$ cat src/rtl/vga_timing_pkg.sv
// VGA 640x480@60 raster constants shared by the timing generator
// and the pixel-colour stages.
package vga_timing_pkg;

   localparam int unsigned H_VISIBLE = 640;
   localparam int unsigned H_FRONT   = 16;
   localparam int unsigned H_SYNC    = 96;
   localparam int unsigned H_BACK    = 48;
   localparam int unsigned H_TOTAL   =
      H_VISIBLE + H_FRONT + H_SYNC + H_BACK;

   localparam int unsigned V_VISIBLE = 480;
   localparam int unsigned V_FRONT   = 10;
   localparam int unsigned V_SYNC    = 2;
   localparam int unsigned V_BACK    = 33;
   localparam int unsigned V_TOTAL   =
      V_VISIBLE + V_FRONT + V_SYNC + V_BACK;

   localparam int unsigned H_SYNC_START = H_VISIBLE + H_FRONT;
   localparam int unsigned H_SYNC_END   = H_SYNC_START + H_SYNC;
   localparam int unsigned V_SYNC_START = V_VISIBLE + V_FRONT;
   localparam int unsigned V_SYNC_END   = V_SYNC_START + V_SYNC;

   localparam int unsigned CNT_W = 10;

   typedef logic [CNT_W-1:0] cnt_t;

   typedef enum logic {
      ST_HOLD = 1'b0,
      ST_RUN  = 1'b1
   } run_state_e;

   // Half-open window test [lo, hi) used for both sync pulses.
   function automatic logic in_window(
      input cnt_t v,
      input cnt_t lo,
      input cnt_t hi
   );
      return (v >= lo) && (v < hi);
   endfunction

endpackage

$ cat src/rtl/vga_timing_gen_if.sv
// Raster bundle from the timing generator to the colour stages
// and the VGA connector.
interface vga_timing_gen_if;
   import vga_timing_pkg::*;

   cnt_t DrawX;
   cnt_t DrawY;
   logic blank;
   logic hsync;
   logic vsync;
   logic line_start;
   logic frame_start;

   modport master (
      output DrawX,
      output DrawY,
      output blank,
      output hsync,
      output vsync,
      output line_start,
      output frame_start
   );

   modport slave (
      input DrawX,
      input DrawY,
      input blank,
      input hsync,
      input vsync,
      input line_start,
      input frame_start
   );

endinterface

$ cat src/rtl/vga_timing_gen_sync_delay.sv
// 1-bit shift register that idles high, used to line the syncs
// up with the registered colour pipeline.
module sync_delay #(
   parameter int unsigned DEPTH = 2
) (
   input  logic clk_i,
   input  logic rst_ni,
   input  logic d_i,
   output logic q_o
);

   if (DEPTH == 0) begin : g_wire
      logic unused_clk;
      assign unused_clk = clk_i ^ rst_ni;
      assign q_o        = d_i;
   end else begin : g_sr
      logic [DEPTH-1:0] sr_q;
      logic [DEPTH-1:0] sr_d;

      if (DEPTH == 1) begin : g_one
         assign sr_d = d_i;
      end else begin : g_many
         assign sr_d = {sr_q[DEPTH-2:0], d_i};
      end

      // Reset to all-ones so no partial sync pulse leaks out.
      always_ff @(posedge clk_i or negedge rst_ni) begin
         if (!rst_ni) begin
            sr_q <= '1;
         end else begin
            sr_q <= sr_d;
         end
      end

      assign q_o = sr_q[DEPTH-1];
   end

endmodule

$ cat src/rtl/vga_timing_gen.sv
// Raster counters, blanking and delayed sync generation for the
// VGA pixel clock domain.
module vga_timing_gen #(
   parameter int unsigned H_VISIBLE  = vga_timing_pkg::H_VISIBLE,
   parameter int unsigned H_FRONT    = vga_timing_pkg::H_FRONT,
   parameter int unsigned H_SYNC     = vga_timing_pkg::H_SYNC,
   parameter int unsigned H_BACK     = vga_timing_pkg::H_BACK,
   parameter int unsigned V_VISIBLE  = vga_timing_pkg::V_VISIBLE,
   parameter int unsigned V_FRONT    = vga_timing_pkg::V_FRONT,
   parameter int unsigned V_SYNC     = vga_timing_pkg::V_SYNC,
   parameter int unsigned V_BACK     = vga_timing_pkg::V_BACK,
   parameter int unsigned PIPE_DELAY = 2
) (
   input  logic             vga_clk,
   input  logic             reset_n,
   vga_timing_gen_if.master vga_o
);
   import vga_timing_pkg::*;

   localparam int unsigned HT =
      H_VISIBLE + H_FRONT + H_SYNC + H_BACK;
   localparam int unsigned VT =
      V_VISIBLE + V_FRONT + V_SYNC + V_BACK;

   localparam cnt_t H_LAST = cnt_t'(HT - 1);
   localparam cnt_t V_LAST = cnt_t'(VT - 1);
   localparam cnt_t H_VIS  = cnt_t'(H_VISIBLE);
   localparam cnt_t V_VIS  = cnt_t'(V_VISIBLE);
   localparam cnt_t HS_LO  = cnt_t'(H_VISIBLE + H_FRONT);
   localparam cnt_t HS_HI  = cnt_t'(H_VISIBLE + H_FRONT + H_SYNC);
   localparam cnt_t VS_LO  = cnt_t'(V_VISIBLE + V_FRONT);
   localparam cnt_t VS_HI  = cnt_t'(V_VISIBLE + V_FRONT + V_SYNC);
   localparam cnt_t ONE    = cnt_t'(1);

   run_state_e state_q;
   run_state_e state_d;
   cnt_t       hc_q;
   cnt_t       hc_d;
   cnt_t       vc_q;
   cnt_t       vc_d;
   logic       run;
   logic       hs_raw;
   logic       vs_raw;
   logic       hsync_dly;
   logic       vsync_dly;

   always_ff @(posedge vga_clk or negedge reset_n) begin
      if (!reset_n) begin
         state_q <= ST_HOLD;
         hc_q    <= '0;
         vc_q    <= '0;
      end else begin
         state_q <= state_d;
         hc_q    <= hc_d;
         vc_q    <= vc_d;
      end
   end

   // The edge that leaves ST_HOLD keeps (0,0) so the first counted
   // cycle still presents the origin.
   always_comb begin
      state_d = state_q;
      hc_d    = hc_q;
      vc_d    = vc_q;
      unique case (state_q)
         ST_HOLD: begin
            state_d = ST_RUN;
         end
         ST_RUN: begin
            if (hc_q == H_LAST) begin
               hc_d = '0;
               if (vc_q == V_LAST) begin
                  vc_d = '0;
               end else begin
                  vc_d = vc_q + ONE;
               end
            end else begin
               hc_d = hc_q + ONE;
            end
         end
         default: begin
            state_d = ST_HOLD;
         end
      endcase
   end

   assign run = (state_q == ST_RUN);

   assign hs_raw = ~(run & in_window(hc_q, HS_LO, HS_HI));
   assign vs_raw = ~(run & in_window(vc_q, VS_LO, VS_HI));

   sync_delay #(
      .DEPTH (PIPE_DELAY)
   ) u_hs_dly (
      .clk_i  (vga_clk),
      .rst_ni (reset_n),
      .d_i    (hs_raw),
      .q_o    (hsync_dly)
   );

   sync_delay #(
      .DEPTH (PIPE_DELAY)
   ) u_vs_dly (
      .clk_i  (vga_clk),
      .rst_ni (reset_n),
      .d_i    (vs_raw),
      .q_o    (vsync_dly)
   );

   assign vga_o.DrawX       = hc_q;
   assign vga_o.DrawY       = vc_q;
   assign vga_o.blank       = run & (hc_q < H_VIS) & (vc_q < V_VIS);
   assign vga_o.hsync       = hsync_dly;
   assign vga_o.vsync       = vsync_dly;
   assign vga_o.line_start  = run & (hc_q == '0);
   assign vga_o.frame_start = run & (hc_q == '0) & (vc_q == '0);

endmodule
$ cat src/flat_wrapper.sv
// flat-port wrapper written by rule: the top's interface ports become plain ports
module vga_timing_gen_flat import vga_timing_pkg::*;
#(
   parameter int unsigned H_VISIBLE  = vga_timing_pkg::H_VISIBLE,
   parameter int unsigned H_FRONT    = vga_timing_pkg::H_FRONT,
   parameter int unsigned H_SYNC     = vga_timing_pkg::H_SYNC,
   parameter int unsigned H_BACK     = vga_timing_pkg::H_BACK,
   parameter int unsigned V_VISIBLE  = vga_timing_pkg::V_VISIBLE,
   parameter int unsigned V_FRONT    = vga_timing_pkg::V_FRONT,
   parameter int unsigned V_SYNC     = vga_timing_pkg::V_SYNC,
   parameter int unsigned V_BACK     = vga_timing_pkg::V_BACK,
   parameter int unsigned PIPE_DELAY = 2
)
  (vga_clk, reset_n, vga_o_DrawX, vga_o_DrawY, vga_o_blank, vga_o_hsync, vga_o_vsync, vga_o_line_start, vga_o_frame_start);
  vga_timing_gen_if vga_o_i ();
  input  logic vga_clk;
  input  logic reset_n;
  output wire logic [$bits(vga_o_i.DrawX)-1:0] vga_o_DrawX;
  output wire logic [$bits(vga_o_i.DrawY)-1:0] vga_o_DrawY;
  output wire logic [$bits(vga_o_i.blank)-1:0] vga_o_blank;
  output wire logic [$bits(vga_o_i.hsync)-1:0] vga_o_hsync;
  output wire logic [$bits(vga_o_i.vsync)-1:0] vga_o_vsync;
  output wire logic [$bits(vga_o_i.line_start)-1:0] vga_o_line_start;
  output wire logic [$bits(vga_o_i.frame_start)-1:0] vga_o_frame_start;
  assign vga_o_DrawX = vga_o_i.DrawX;
  assign vga_o_DrawY = vga_o_i.DrawY;
  assign vga_o_blank = vga_o_i.blank;
  assign vga_o_hsync = vga_o_i.hsync;
  assign vga_o_vsync = vga_o_i.vsync;
  assign vga_o_line_start = vga_o_i.line_start;
  assign vga_o_frame_start = vga_o_i.frame_start;
  vga_timing_gen #(.H_VISIBLE(H_VISIBLE), .H_FRONT(H_FRONT), .H_SYNC(H_SYNC), .H_BACK(H_BACK), .V_VISIBLE(V_VISIBLE), .V_FRONT(V_FRONT), .V_SYNC(V_SYNC), .V_BACK(V_BACK), .PIPE_DELAY(PIPE_DELAY)) u_core (.vga_clk(vga_clk), .reset_n(reset_n), .vga_o(vga_o_i));
endmodule
$ cat config.mk
export PLATFORM = sky130hd
export DESIGN_NAME = vga_timing_gen_flat
export DESIGN_NICKNAME = d
export VERILOG_FILES = /design/src/rtl/vga_timing_pkg.sv /design/src/rtl/vga_timing_gen_if.sv /design/src/rtl/vga_timing_gen_sync_delay.sv /design/src/rtl/vga_timing_gen.sv /design/src/flat_wrapper.sv
export SDC_FILE = /design/constraint.sdc
export NUM_CORES = 1
export LEC_CHECK = 0
export CAP_MARGIN = 20
export CELL_PAD_IN_SITES_DETAIL_PLACEMENT = 0
export CELL_PAD_IN_SITES_GLOBAL_PLACEMENT = 1
export CORE_MARGIN = 2
export CORE_UTILIZATION = 34
export DETAILED_ROUTE_END_ITERATION = 6
export PLACE_DENSITY = 0.84
export REMOVE_ABC_BUFFERS = 1
export SLEW_MARGIN = 0
export SYNTH_ARGS = -nofsm -noshare
export SYNTH_HDL_FRONTEND = slang
export SYNTH_SLANG_ARGS = --single-unit
export TNS_END_PERCENT = 50
$ cat constraint.sdc
create_clock -name vga_clk -period 2.3 [get_ports vga_clk]
set_input_delay 0.23 -clock vga_clk [delete_from_list [all_inputs] [get_ports vga_clk]]
set_output_delay 0.23 -clock vga_clk [all_outputs]
set_load 0.02 [all_outputs]
==> results of run 1 <==
## routing by layer
layer	GRT usage (%)	up-vias	part of all wire, %	wire (um)
met5	0	-	0	0
met4	4.69	0	1.1	34
met3	2.40	4	3.1	92
met2	24.4	27	48	1430
met1	21.3	546	48	1420
li1	-	546	-	-
## cells by family (layout without fill, tap and decap cells)
family,count (synthesis),in the layout
xor gates and xnor gates,9,9
and+or+nand+nor,60,60
muxes,3,3
adders and majority gates,4,4
AOI/OAI and AO/OA,16,16
buffers and inverters,8,52
other,1,1
DFF,25,25
## flip-flops by register name, summed over array words and instances, names as in the netlist
| register | flops |
|---|---|
| u_core.run | 1 |
| u_core.u_hs_dly.g_sr.sr_q | 2 |
| u_core.u_vs_dly.g_sr.sr_q | 2 |
| u_core.vga_o.DrawX | 10 |
| u_core.vga_o.DrawY | 10 |
## worst max-delay path, delay by kind of cell, from the launching register on
| family | cells | cell delay (ns) |
|---|---|---|
| buffers and inverters | 1 | 0.17 |
| flip-flops | 1 | 0.38 |
| multiplexers | 1 | 0.35 |
| AND/OR/NAND/NOR | 3 | 1.28 |
## area by class of cell
| class | count | area, um2 |
|---|---|---|
| clock buffers | 3 | 41.3 |
| clock inverters | 1 | 5.00 |
| fillers | 322 | 1870 |
| inverters | 4 | 15.0 |
| multi-input cells | 93 | 649 |
| flip-flops and latches | 25 | 631 |
| well taps | 48 | 60.1 |
| repair buffers | 44 | 393 |
## worst max-delay path by stage
stage / depth (start not counted) / endpoint / slack [ns]
floorplan: 5 / vga_o_frame_start / -0.32
global placement: 6 / vga_o_frame_start / -0.18
detailed placement: 6 / vga_o_frame_start / -0.27
CTS: 6 / vga_o_frame_start / -0.02
global route: 5 / u_core.vga_o.DrawY[8] / -0.04
finish: 5 / u_core.vga_o.DrawY[8] / 0.006
## per-stage QoR
step / setup slack, ns / instances / utilization [%] / setup TNS [ns]
global placement: -0.178 / 213 / 46.9 / -0.262
finish: 0.00613 / 218 / 49.0 / 0
CTS: -0.0157 / 217 / 48.5 / -0.0157
floorplan: -0.316 / 122 / - / -0.316
detailed placement: -0.269 / 213 / 46.9 / -0.424
global route: -0.0365 / 218 / 49.0 / -0.0365
## power by group through the flow
stage / sequential (W) / clock, W / combinational, W
3_5_place_dp: 0.000543 / 0 / 0.000378
5_1_grt: 0.000553 / 0.000287 / 0.000429
2_1_floorplan: 0.000608 / 0 / 0.000114
6_report: 0.000546 / 0.000260 / 0.000393
3_3_place_gp: 0.000539 / 0 / 0.000370
4_1_cts: 0.000545 / 0.000270 / 0.000391
## Yosys cell counts (2+ instances only)
library cell,n
nor4_1,2
or3_2,2
ha_1,4
xor2_1,4
xnor2_1,5
nand2_1,14
nand4_1,4
nor3_1,5
o21ai_0,7
and3_1,3
mux2_2,3
nor2_1,9
o22ai_1,2
clkbuf_1,2
dfrtp_1,21
inv_1,4
nor4b_1,2
nand4b_1,3
nand3_1,5
a21o_1,2
dfstp_2,4
and4_1,3
## what timing repair did
item                       CTS  global route
hold buffers                 0             0
resized for setup           11             3
buffers inserted             0             1
pin swaps                    2             2
setup endpoints to repair    2             4
gates cloned                 0             0
==> out/metrics.csv, run 1 <==
metric,value,unit
initial antenna violation count,0,
Crit path required time,2.46,ns
"Design Area, Final",1790,um2
Die Span Y,65.6,um
Compound-Gate Fraction of Synth Area,7.86,%
vias in the first global route,1074,
Area Growth Syn to Fin,39.1,%
nets@finish,177,
Clk pwr share,21.7,%
IO Count,27,
r2r worst-path depth,5,
sequential area share after synthesis,48.9,%
pin count of the biggest net entering global routing,26,
total gr overflow,0,
Max Slew Vio Count,0,
"most common cell after layout, fill and taps aside",clkdlybuf4s50_1,
Post-Synthesis Cells,126,
peak supply drop,0.000376,V
Critical Path Start,u_core.vga_o.DrawX[5],
Clock Skew,0.00217,ns
Critical Path AT,2.45,ns
DRT Wirelength,2980,um
Wirelength per Cell,13.6,um
share of the synthesized area in the top cell type,40.7,%
Power Density,668,nW/um2
Inserted Clock Buffers,3,
switching share of total power,33.6,%
Synth Area in XOR/XNOR,6.11,%
Yosys reg bits,25,
"EDFF count, synth",0,
Pleak,0.795,nW
port buffer count,26,
Final Cycle Share,99.7,%
CTS sink cnt,25,
CTS tree,yes,
Final Wtd Congestion,0.912,
worst skew pair latency,0.27,ns
outcome,"complete, no violations",
most frequent cells in the layout,"clkdlybuf4s50_1 (23), dfrtp_1 (21), buf_4 (20), nand2_1 (14), nor2_1 (9)",
Yosys top cell by area,dfrtp_1,
residual DRC count,0,
Post-DRT Antenna Nets,0,
Switch Pwr,0.000403,W
Die X,65.6,um
final setup fails,0,
GRT Total Usage,15.3,%
DR vias/cell,5.15,
CTS Buffer Depth,2,
row cnt,22,
Synth Area in Simple Gates,27.6,%
Synth area leaders,"dfrtp_1 (41%), dfstp_2 (8.1%), nand2_1 (4.1%)",
ratio of cells with drive above 1 in the final layout,23.5,%
Fmax,436,MHz
FF-to-FF End,u_core.vga_o.DrawY[8],
H-tree levels,1,
Post-Syn Area,1290,um2
Syn Area/Cell,10.2,um2
DP Area,1720,um2
R2R Path Start,u_core.vga_o.DrawX[5],
library cells used by synthesis,38,
critical path capture point type,flip-flop,
largest family of logic cells by synthesized area,simple AND/OR/NAND/NOR gates,
initial core utilization,35.2,%
post-synthesis mux area share,2.62,%
die area,4300,um2
Root Buffer,clkbuf_8,
Hold WC Path Type,primary input to async pin,
Max Fanout on Critical Path,4,
yosys warns,0,
max-cap violation count,0,
register share of total power,45.5,%
initial DRC count,45,
dpl hpwl,2190,um
first-pass GRT wire length,5110,um
flop-to-flop setup slack,0.006,ns
"Top FF cell, synth",dfrtp_1,
drt pass-1 iters,4,
core area,3660,um2
final hold vios,0,
vias post-DR,1123,
RSZ-0062 raised after global routing,true,
slowest CP cell,or4b_4,
Async SR Flop Fraction,100,%
Cell Int Power,0.000796,W
Total Power,0.00120,W
slowest cell delay on critical path,0.56,ns
Min Hold Slack,0.313,ns
part of the power in combinational logic,32.8,%
minimum clock period,2.29,ns
crit path cell chain,or4b_4 > buf_4 > or4_4 > nor3_2 > mux2_2,
adder-cell share of the synthesized area,3.88,%
Startpoint Class,flip-flop,
Crit Path Category,flip-flop to flip-flop,
diode count,0,
CTS clock-pin slew for the worst setup and hold paths,0.09,ns
(Power assumes the default switching activity.)
==> run 2: changes to the inputs <==
Settings changed: GPL_TIMING_DRIVEN set to 0, PLACE_DENSITY 0.84 to 0.81.
==> run 2 against run 1 <==
  * Critical path depth is 1 lower
  * Critical endpoint is now vga_o_line_start
  * Cell count is 6.9% lower
  * Sequential power rose by 4.9%
  * Via count shrank 4.7%
  * Routed wire length shrank 1.4%
  * Core utilization down 2.6 points
  * Non-clock buffer count down 15
  * Fmax increased by 2.8%
  * Clock skew rose by 0.0028 ns
  * Clock power is essentially flat
  * Global-route usage decreased by 0.46 points
  * Flip-flop and latch count did not move
==> out/metrics.csv, run 2 (same netlist as run 1, synthesis figures left out) <==
metric,value,unit
DRT Wirelength,2930,um
GRT Total Usage,14.8,%
dpl hpwl,2160,um
port buffer count,26,
GRT met3 Usage,1.71,%
peak supply drop,0.000381,V
"most common cell after layout, fill and taps aside",clkdlybuf4s50_1,
most used routing layer,met2,
final setup fails,0,
Die Span Y,65.6,um
Startpoint Class,flip-flop,
Final Cycle Share,97.0,%
core area,3660,um2
diode count,0,
CTS tree,yes,
hold buffers post-CTS,0,
register share of total power,49.6,%
row cnt,22,
part of the power in combinational logic,27.7,%
most frequent cells in the layout,"clkdlybuf4s50_1 (24), dfrtp_1 (19), nand2_1 (14), nor2_1 (9), o21ai_0 (7)",
Hold WC Path Type,primary input to async pin,
pin count of the biggest net entering global routing,18,
vias post-DR,1070,
H-tree levels,1,
max-cap violation count,0,
IO Count,27,
Fmax,448,MHz
Post-DRT Antenna Nets,0,
area of the multi-input gates,643,um2
Final Wtd Congestion,0.842,
Clk pwr share,22.8,%
final core utilization,46.4,%
first-pass GRT wire length,4990,um
Fillers,337,
Power Density,681,nW/um2
Critical Path AT,2.00,ns
ratio of cells with drive above 1 in the final layout,16.1,%
met1 Use GR,19.0,%
Die X,65.6,um
worst skew pair latency,0.27,ns
Max Fanout on Critical Path,8,
critical path capture point type,output port,
Clock Skew,0.00497,ns
Crit Path Category,flip-flop to output port,
Crit path required time,2.07,ns
final hold vios,0,
Max Slew Vio Count,0,
Root Buffer,clkbuf_8,
Min Hold Slack,0.299,ns
max_slew headroom,60.2,%
register area,633,um2
DR vias/cell,5.27,
Cell Int Power,0.000770,W
outcome,"complete, no violations",
initial DRC count,25,
total gr overflow,0,
M2 GR Usage,25.6,%
residual DRC count,0,
Switch Pwr,0.000387,W
minimum clock period,2.23,ns
RSZ-0062 raised after global routing,false,
Wirelength per Cell,14.4,um
Slew @ Worst Pin,0.589,ns
CTS clock-pin slew for the worst setup and hold paths,0.09,ns
nets@finish,162,
die area,4300,um2
r2r worst-path depth,4,
drt pass-1 iters,4,
CTS sink cnt,25,
CTS Buffer Depth,2,
Inserted Clock Buffers,3,
initial antenna violation count,0,
vias in the first global route,1107,
Area Growth Syn to Fin,31.6,%
Pleak,0.712,nW
switching share of total power,33.5,%
initial core utilization,35.2,%
[run 2: routing by layer]
layer,part of all wire (%),up-vias,wire length [um]
met5,0,-,0
met2,51,16,1490
met1,46,532,1350
met3,2.0,4,59
met4,1.2,0,35
li1,-,518,-
[run 2: worst paths after layout]
kind,slack [ns],from,endpoint
setup / recovery,0.07,u_core.vga_o.DrawX[5],vga_o_line_start
hold / removal,0.30,reset_n,u_core.vga_o.DrawY[5]
setup reg to reg,0.08,u_core.vga_o.DrawX[5],u_core.vga_o.DrawY[8]
hold reg to reg,0.36,u_core.u_vs_dly.g_sr.sr_q[0],u_core.u_vs_dly.g_sr.sr_q[1]
max in group asynchronous,1.46,reset_n,u_core.u_hs_dly.g_sr.sr_q[1]
min in group vga_clk,0.36,u_core.u_vs_dly.g_sr.sr_q[0],u_core.u_vs_dly.g_sr.sr_q[1]
[run 2: power groups by stage]
stage                     Sequential, W  Combinational, W  Clock, W
after floorplan                0.000608          0.000114         0
after global placement         0.000571          0.000287         0
after detailed placement       0.000573          0.000302         0
after CTS                      0.000574          0.000322  0.000266
after global routing           0.000584          0.000347  0.000286
final                          0.000573          0.000320  0.000263
[run 2: repair_timing]
item                       4_1_cts  5_1_grt
cloned                           0        0
resized for setup               12        1
setup buffers                    2        0
pin swaps                        3        1
setup endpoints to repair        3        2
[run 2: cell type report]
cell class                      instances  share of cell area (%)
Clock buffer                            4                    2.65
Inverter                                4                   0.884
Multi-Input combinational cell         93                    37.9
Sequential cell                        25                    37.3
Tap cell                               48                    3.54
Timing Repair Buffer                   29                    17.8
[run 2: critical path, stage by stage (launching register included)]
cell             delay [ns]
dfrtp_2                0.46
or4b_4                 0.60
nor4_4                 0.26
buf_4                  0.16
clkdlybuf4s15_2        0.25
[run 2: through the flow]
| step | worst slack (ns) | setup TNS [ns] | power [W] | instance area, um2 | instances |
|---|---|---|---|---|---|
| after floorplan | -0.316 | -0.316 | 0.000722 | 1270 | 122 |
| after global placement | -0.406 | -0.665 | 0.000857 | 1590 | 196 |
| after detailed placement | -0.474 | -0.863 | 0.000875 | 1620 | 197 |
| after CTS | 0.00988 | 0 | 0.00116 | 1700 | 203 |
| after global routing | 0.00900 | 0 | 0.00122 | 1700 | 203 |
| final | 0.0692 | 0 | 0.00116 | 1700 | 203 |
==> RTL change 1 (flow settings as in run 2) <==
`PIPE_DELAY` is set to 2 in 2 places; all go to 1.
--- a/src/rtl/vga_timing_gen.sv
+++ b/src/rtl/vga_timing_gen.sv
@@ -9,7 +9,7 @@
    parameter int unsigned V_FRONT    = vga_timing_pkg::V_FRONT,
    parameter int unsigned V_SYNC     = vga_timing_pkg::V_SYNC,
    parameter int unsigned V_BACK     = vga_timing_pkg::V_BACK,
-   parameter int unsigned PIPE_DELAY = 2
+   parameter int unsigned PIPE_DELAY = 1
 ) (
    input  logic             vga_clk,
    input  logic             reset_n,
--- a/src/flat_wrapper.sv
+++ b/src/flat_wrapper.sv
@@ -9,7 +9,7 @@
    parameter int unsigned V_FRONT    = vga_timing_pkg::V_FRONT,
    parameter int unsigned V_SYNC     = vga_timing_pkg::V_SYNC,
    parameter int unsigned V_BACK     = vga_timing_pkg::V_BACK,
-   parameter int unsigned PIPE_DELAY = 2
+   parameter int unsigned PIPE_DELAY = 1
 )
   (vga_clk, reset_n, vga_o_DrawX, vga_o_DrawY, vga_o_blank, vga_o_hsync, vga_o_vsync, vga_o_line_start, vga_o_frame_start);
   vga_timing_gen_if vga_o_i ();
Function: same outputs for any inputs over 10 cycles, from zero or initial values and one cycle with reset_n low; that may be too few to reach the edited logic, so the function may still have changed.
==> RTL change 1 against run 2 <==
Clock skew grew 1.9 ps; final cell count shrank 2.0%; area after synthesis shrank 3.7%; clock power shrank 27%; worst setup slack gained 35 ps; largest cell class unchanged; final area shrank 5.9%; largest power group unchanged; power shrank 7.6%; sequential cell count shrank 2; wire length shrank 6.1%.
==> RTL change 1: results (changes against run 2) <==
stage,metric,value,unit,change
status,status,"complete, no violations",,
logic_synthesis,Area contributors post-synth,"dfrtp_1, nand4_1, nand3_1",,
global_route,largest net degree at the start of global routing,24,,+6
route,initial DRC count,27,,+8.0%
logic_synthesis,Synth Area in XOR/XNOR,7.049,%,+0.94 points
logic_synthesis,Commonest cells post-synth,"dfrtp_1, nand3_1, nand2_1",,
critical_path,"Arr. time, crit path",1970,ps,-30 ps
logic_synthesis,Synth async-reset ratio,100.0,%,unchanged
global_route,first-pass GRT wire length,4.885,mm,-2.1%
final_layout,nets,160,,-1.2%
global_route,gr usage total,14.86,%,+0.041 points
logic_synthesis,"Distinct cells, synth",32,,-16%
clock_tree,Clock Latency Late Sink,310,ps,+40 ps
place,post-placement cell count,194,,-1.5%
route,Routed WL,2.754,mm,-6.1%
logic_synthesis,mux share of post-synthesis cell area,2.417,%,-0.20 points
logic_synthesis,post-synthesis compound-gate area fraction,6.143,%,-1.7 points
critical_path,critical path's slowest cell,clkdlybuf4s50_1,,
place,Setup WS pre-CTS,197.2,ps,+671.2 ps
critical_path,CP top delay family,buffers and inverters,,
clock_tree,clock slew at reported path FFs,130,ps,+40 ps
critical_path,crit-path max FO,6,,-2
place,placed cell area,0.001545,sq mm,-4.5%
route,vias per inst,5.246,,-0.47%
power,Max VDD drop,263.9,uV,-31%
clock_tree,Root Buffer,clkbuf_4,,
place,Post-DP HPWL,1.993,mm,-7.8%
route,via count,1044,,-2.4%
place,GP Congestion,0.7700,,-8.5%
power,switching share of power,36.36,%,+2.9 points
critical_path,CP peak stage delay,600,ps,about the same
power,leakage dissipation,0.7003,nW,-1.6%
## RTL change 1: worst paths after layout
| check | startpoint | end | slack, ps | depth (start not counted) |
|---|---|---|---|---|
| setup / recovery | u_core.vga_o.DrawY[5] | vga_o_blank | 100 | 4 |
| hold / removal | reset_n | u_core.run | 220 | 1 |
| setup reg to reg | u_core.vga_o.DrawX[0] | u_core.vga_o.DrawY[9] | 570 | 5 |
| hold reg to reg | u_core.vga_o.DrawY[7] | u_core.vga_o.DrawY[7] | 540 | 1 |
| max in group asynchronous | reset_n | u_core.u_vs_dly.q_o | 1550 | 2 |
| min in group vga_clk | u_core.vga_o.DrawY[7] | u_core.vga_o.DrawY[7] | 540 | 1 |
## RTL change 1: routing by layer
metal | wire length [um] | vias to the layer above | GRT usage [%] | part of all wire (%)
met1 | 1256 | 511 | 19.91 | 46
met5 | 0 | - | 0 | 0
li1 | - | 511 | - | -
met2 | 1387 | 20 | 25.13 | 50
met3 | 78 | 2 | 1.736 | 2.8
met4 | 33 | 0 | 4.787 | 1.2
## RTL change 1: power groups by stage
stage	registers (W)	clock network (W)	logic (W)
finish	0.000561	0.000193	0.000316
global placement	0.000562	0	0.000315
global route	0.000571	0.000219	0.000342
CTS	0.000560	0.000202	0.000314
detailed placement	0.000566	0	0.000316
floorplan	0.000599	0	0.000133
## RTL change 1: timing repair
action | 4_1_cts | 5_1_grt
setup buffers | 0 | 0
setup endpoints to repair | 2 | 0
endpoints found under the hold margin | 0 | 0
resized for setup | 3 | 0
## RTL change 1: final cells by class
class                      instances  area, sq um
sequential                        23        579.3
tap                               46        57.56
inverter                           7        26.28
fill                             329         1818
timing repair buffer              27        285.3
clock buffer                       4        26.28
multi-input combinational         92        623.1
==> RTL change 2 (config.mk and constraints of run 2) <==
Made on the original files. Make the reset (`reset_n` and `rst_ni`) synchronous in 2 clocked blocks.
--- a/src/rtl/vga_timing_gen_sync_delay.sv
+++ b/src/rtl/vga_timing_gen_sync_delay.sv
@@ -24,7 +24,7 @@
       end
 
       // Reset to all-ones so no partial sync pulse leaks out.
-      always_ff @(posedge clk_i or negedge rst_ni) begin
+      always_ff @(posedge clk_i) begin
          if (!rst_ni) begin
             sr_q <= '1;
          end else begin
--- a/src/rtl/vga_timing_gen.sv
+++ b/src/rtl/vga_timing_gen.sv
@@ -44,7 +44,7 @@
    logic       hsync_dly;
    logic       vsync_dly;
 
-   always_ff @(posedge vga_clk or negedge reset_n) begin
+   always_ff @(posedge vga_clk) begin
       if (!reset_n) begin
          state_q <= ST_HOLD;
          hc_q    <= '0;
Function: differs if reset_n is asserted again (counterexample within 4 cycles, from zero or initial values and one cycle with reset_n low); with reset_n held inactive, the same outputs for 10 cycles.
==> RTL change 2 against run 2 <==
Worst setup slack gained 94 ps; die area shrank 3.4%; largest cell class unchanged; area after synthesis shrank 3.6%; register-to-register slack gained 110 ps; non-clock buffer count shrank 1; global-route usage grew 0.089 points; sequential share of layout area shrank 5.3 points; wire length shrank 6.3%; sequential cell count is the same; final area shrank 7.6%.
Power is not compared: it rests on default switching activity, and its combinational part moved more than twofold at a synthesized area within 25%.
==> RTL change 2: results (changes against run 2) <==
stage,metric,value,unit,change
sta,worst slew pin tran,401.6,ps,-187.6 ps
critical_path,"Arr. time, crit path",1910,ps,-90 ps
global_route,gr usage total,14.91,%,+0.089 points
sta,hold slack,424.7,ps,+126.1 ps
route,First-pass DRT Iterations,4,,unchanged
logic_synthesis,Synth async-reset ratio,0,%,-100 points
clock_tree,clock slew at reported path FFs,140,ps,+50 ps
clock_tree,CTS buffer count,3,,unchanged
logic_synthesis,Commonest cells post-synth,"dfxtp_1, nand2_1, nor2_1",,
sta,clock skew,9.916,ps,+4.944 ps
global_route,first-pass GRT wire length,4.892,mm,-1.9%
final_layout,nets,172,,+6.2%
logic_synthesis,Post-Synth Adder-Cell Area,4.024,%,+0.14 points
critical_path,FF-to-FF setup slack,190,ps,+110 ps
global_route,largest net degree at the start of global routing,15,,-3
final_layout,share of cells above drive strength 1,10.91,%,-5.2 points
sta,Hold Fails Final Rpt,0,,unchanged
min_path,hold path start,u_core.u_hs_dly.g_sr.sr_q[0],,
clock_tree,setup bufs post-CTS,0,,-2
logic_synthesis,"flops & latches, synth",25,,unchanged
logic_synthesis,Syn. warnings,0,,unchanged
min_path,Hold Path End,u_core.u_hs_dly.g_sr.sr_q[1],,
clock_tree,Clock Latency Late Sink,320,ps,+50 ps
logic_synthesis,mux share of post-synthesis cell area,0.8048,%,-1.8 points
global_route,initial antenna violation count,0,,unchanged
route,vias per inst,5.246,,-0.46%
critical_path,reg2reg path depth,5,,+1
final_layout,"Cell Count, Final, Fillers Out",211,,+3.9%
min_path,hold crit path type,register to register,,
clock_tree,post_cts resized,3,,-9
place,Post-DP HPWL,2.018,mm,-6.6%
logic_synthesis,register area share after synthesis,40.24,%,-8.6 points
critical_path,crit-path max FO,6,,-2
min_path,hold path depth,1,,
status,status,"complete, no violations",,
critical_path,source of the critical timing path,u_core.vga_o.DrawX[1],,
clock_tree,CTS H-tree depth,1,,unchanged
logic_synthesis,post-synthesis compound-gate area fraction,8.249,%,+0.39 points
global_route,number of global-route vias before repair,1057,,-4.5%
final_layout,fill count,343,,+1.8%
logic_synthesis,"Distinct cells, synth",37,,-2.6%
final_layout,# diodes,0,,unchanged
place,GP Congestion,0.8162,,-3.1%
logic_synthesis,Synth Area in XOR/XNOR,7.746,%,+1.6 points
logic_synthesis,Area contributors post-synth,"dfxtp_1, xnor2_1, nand4_1",,
critical_path,CP Capture Point,vga_o_frame_start,,
route,initial DRC count,58,,+130%
power,leakage dissipation,0.5118,nW,
critical_path,FF-to-FF End,u_core.vga_o.DrawY[7],,
clock_tree,Root Buffer,clkbuf_4,,
route,Routed WL,2.746,mm,-6.3%
place,Port Buffer Count,26,,unchanged
power,Max VDD drop,194.5,uV,
logic_synthesis,Post-Synthesis Cells,138,,+9.5%
place,placed cell area,0.001515,sq mm,-6.3%
clock_tree,Max Buffers Root-to-Sink,2,,unchanged
[RTL change 2: cell count changes in the layout (fill, tap and decap cells not counted), moves of 4 or more]
cell / change
a21oi_1: +4
nand2_1: -4
and2_1: +4
dfxtp_1: +24
nor4_1: +5
nand4_1: +5
dfstp_2: -4
dfrtp_1: -19
xnor2_1: +4
[RTL change 2: per-stage QoR]
step | util, % | TNS (ps) | setup slack [ps] | total power [W]
2_1_floorplan | - | 0 | 109.1 | 0.0004863
3_3_place_gp | 44.36 | -65.61 | -65.61 | 0.0005138
3_5_place_dp | 44.36 | -135.4 | -120.0 | 0.0005150
4_1_cts | 45.38 | 0 | 25.46 | 0.0007047
5_1_grt | 45.93 | 0 | 57.42 | 0.0007306
6_report | 45.93 | 0 | 163.6 | 0.0007021
[RTL change 2: per-layer routing]
metal	vias up	wire length [um]	track usage, %
li1	555	-	-
met1	514	1349	19.37
met2	33	1235	24.61
met3	5	121	2.604
met4	0	38	5.851
met5	-	0	0
[RTL change 2: final cells by class]
class | count | area, sq um | share of cell area (%)
inverter | 5 | 18.77 | 1.196
sequential | 25 | 501.7 | 31.98
timing repair buffer | 28 | 276.5 | 17.62
clock buffer | 3 | 22.52 | 1.435
tap | 46 | 57.56 | 3.668
clock inverter | 1 | 5.005 | 0.3190
multi-input combinational | 103 | 686.9 | 43.78
[RTL change 2: report_power, final]
group          total [W]  switching (W)  internal (W)
clock network   0.000198       0.000133     0.0000652
logic          0.0000573      0.0000310     0.0000263
registers       0.000447     0.00000876      0.000438
total           0.000702       0.000172      0.000530
[RTL change 2: critical path, stage by stage, from the launching register on]
cell,delay (ps)
dfxtp_1,380
inv_1,70
ha_1,120
nor4b_1,220
and4b_1,290
and4_1,180
dlygate4sd2_1,330
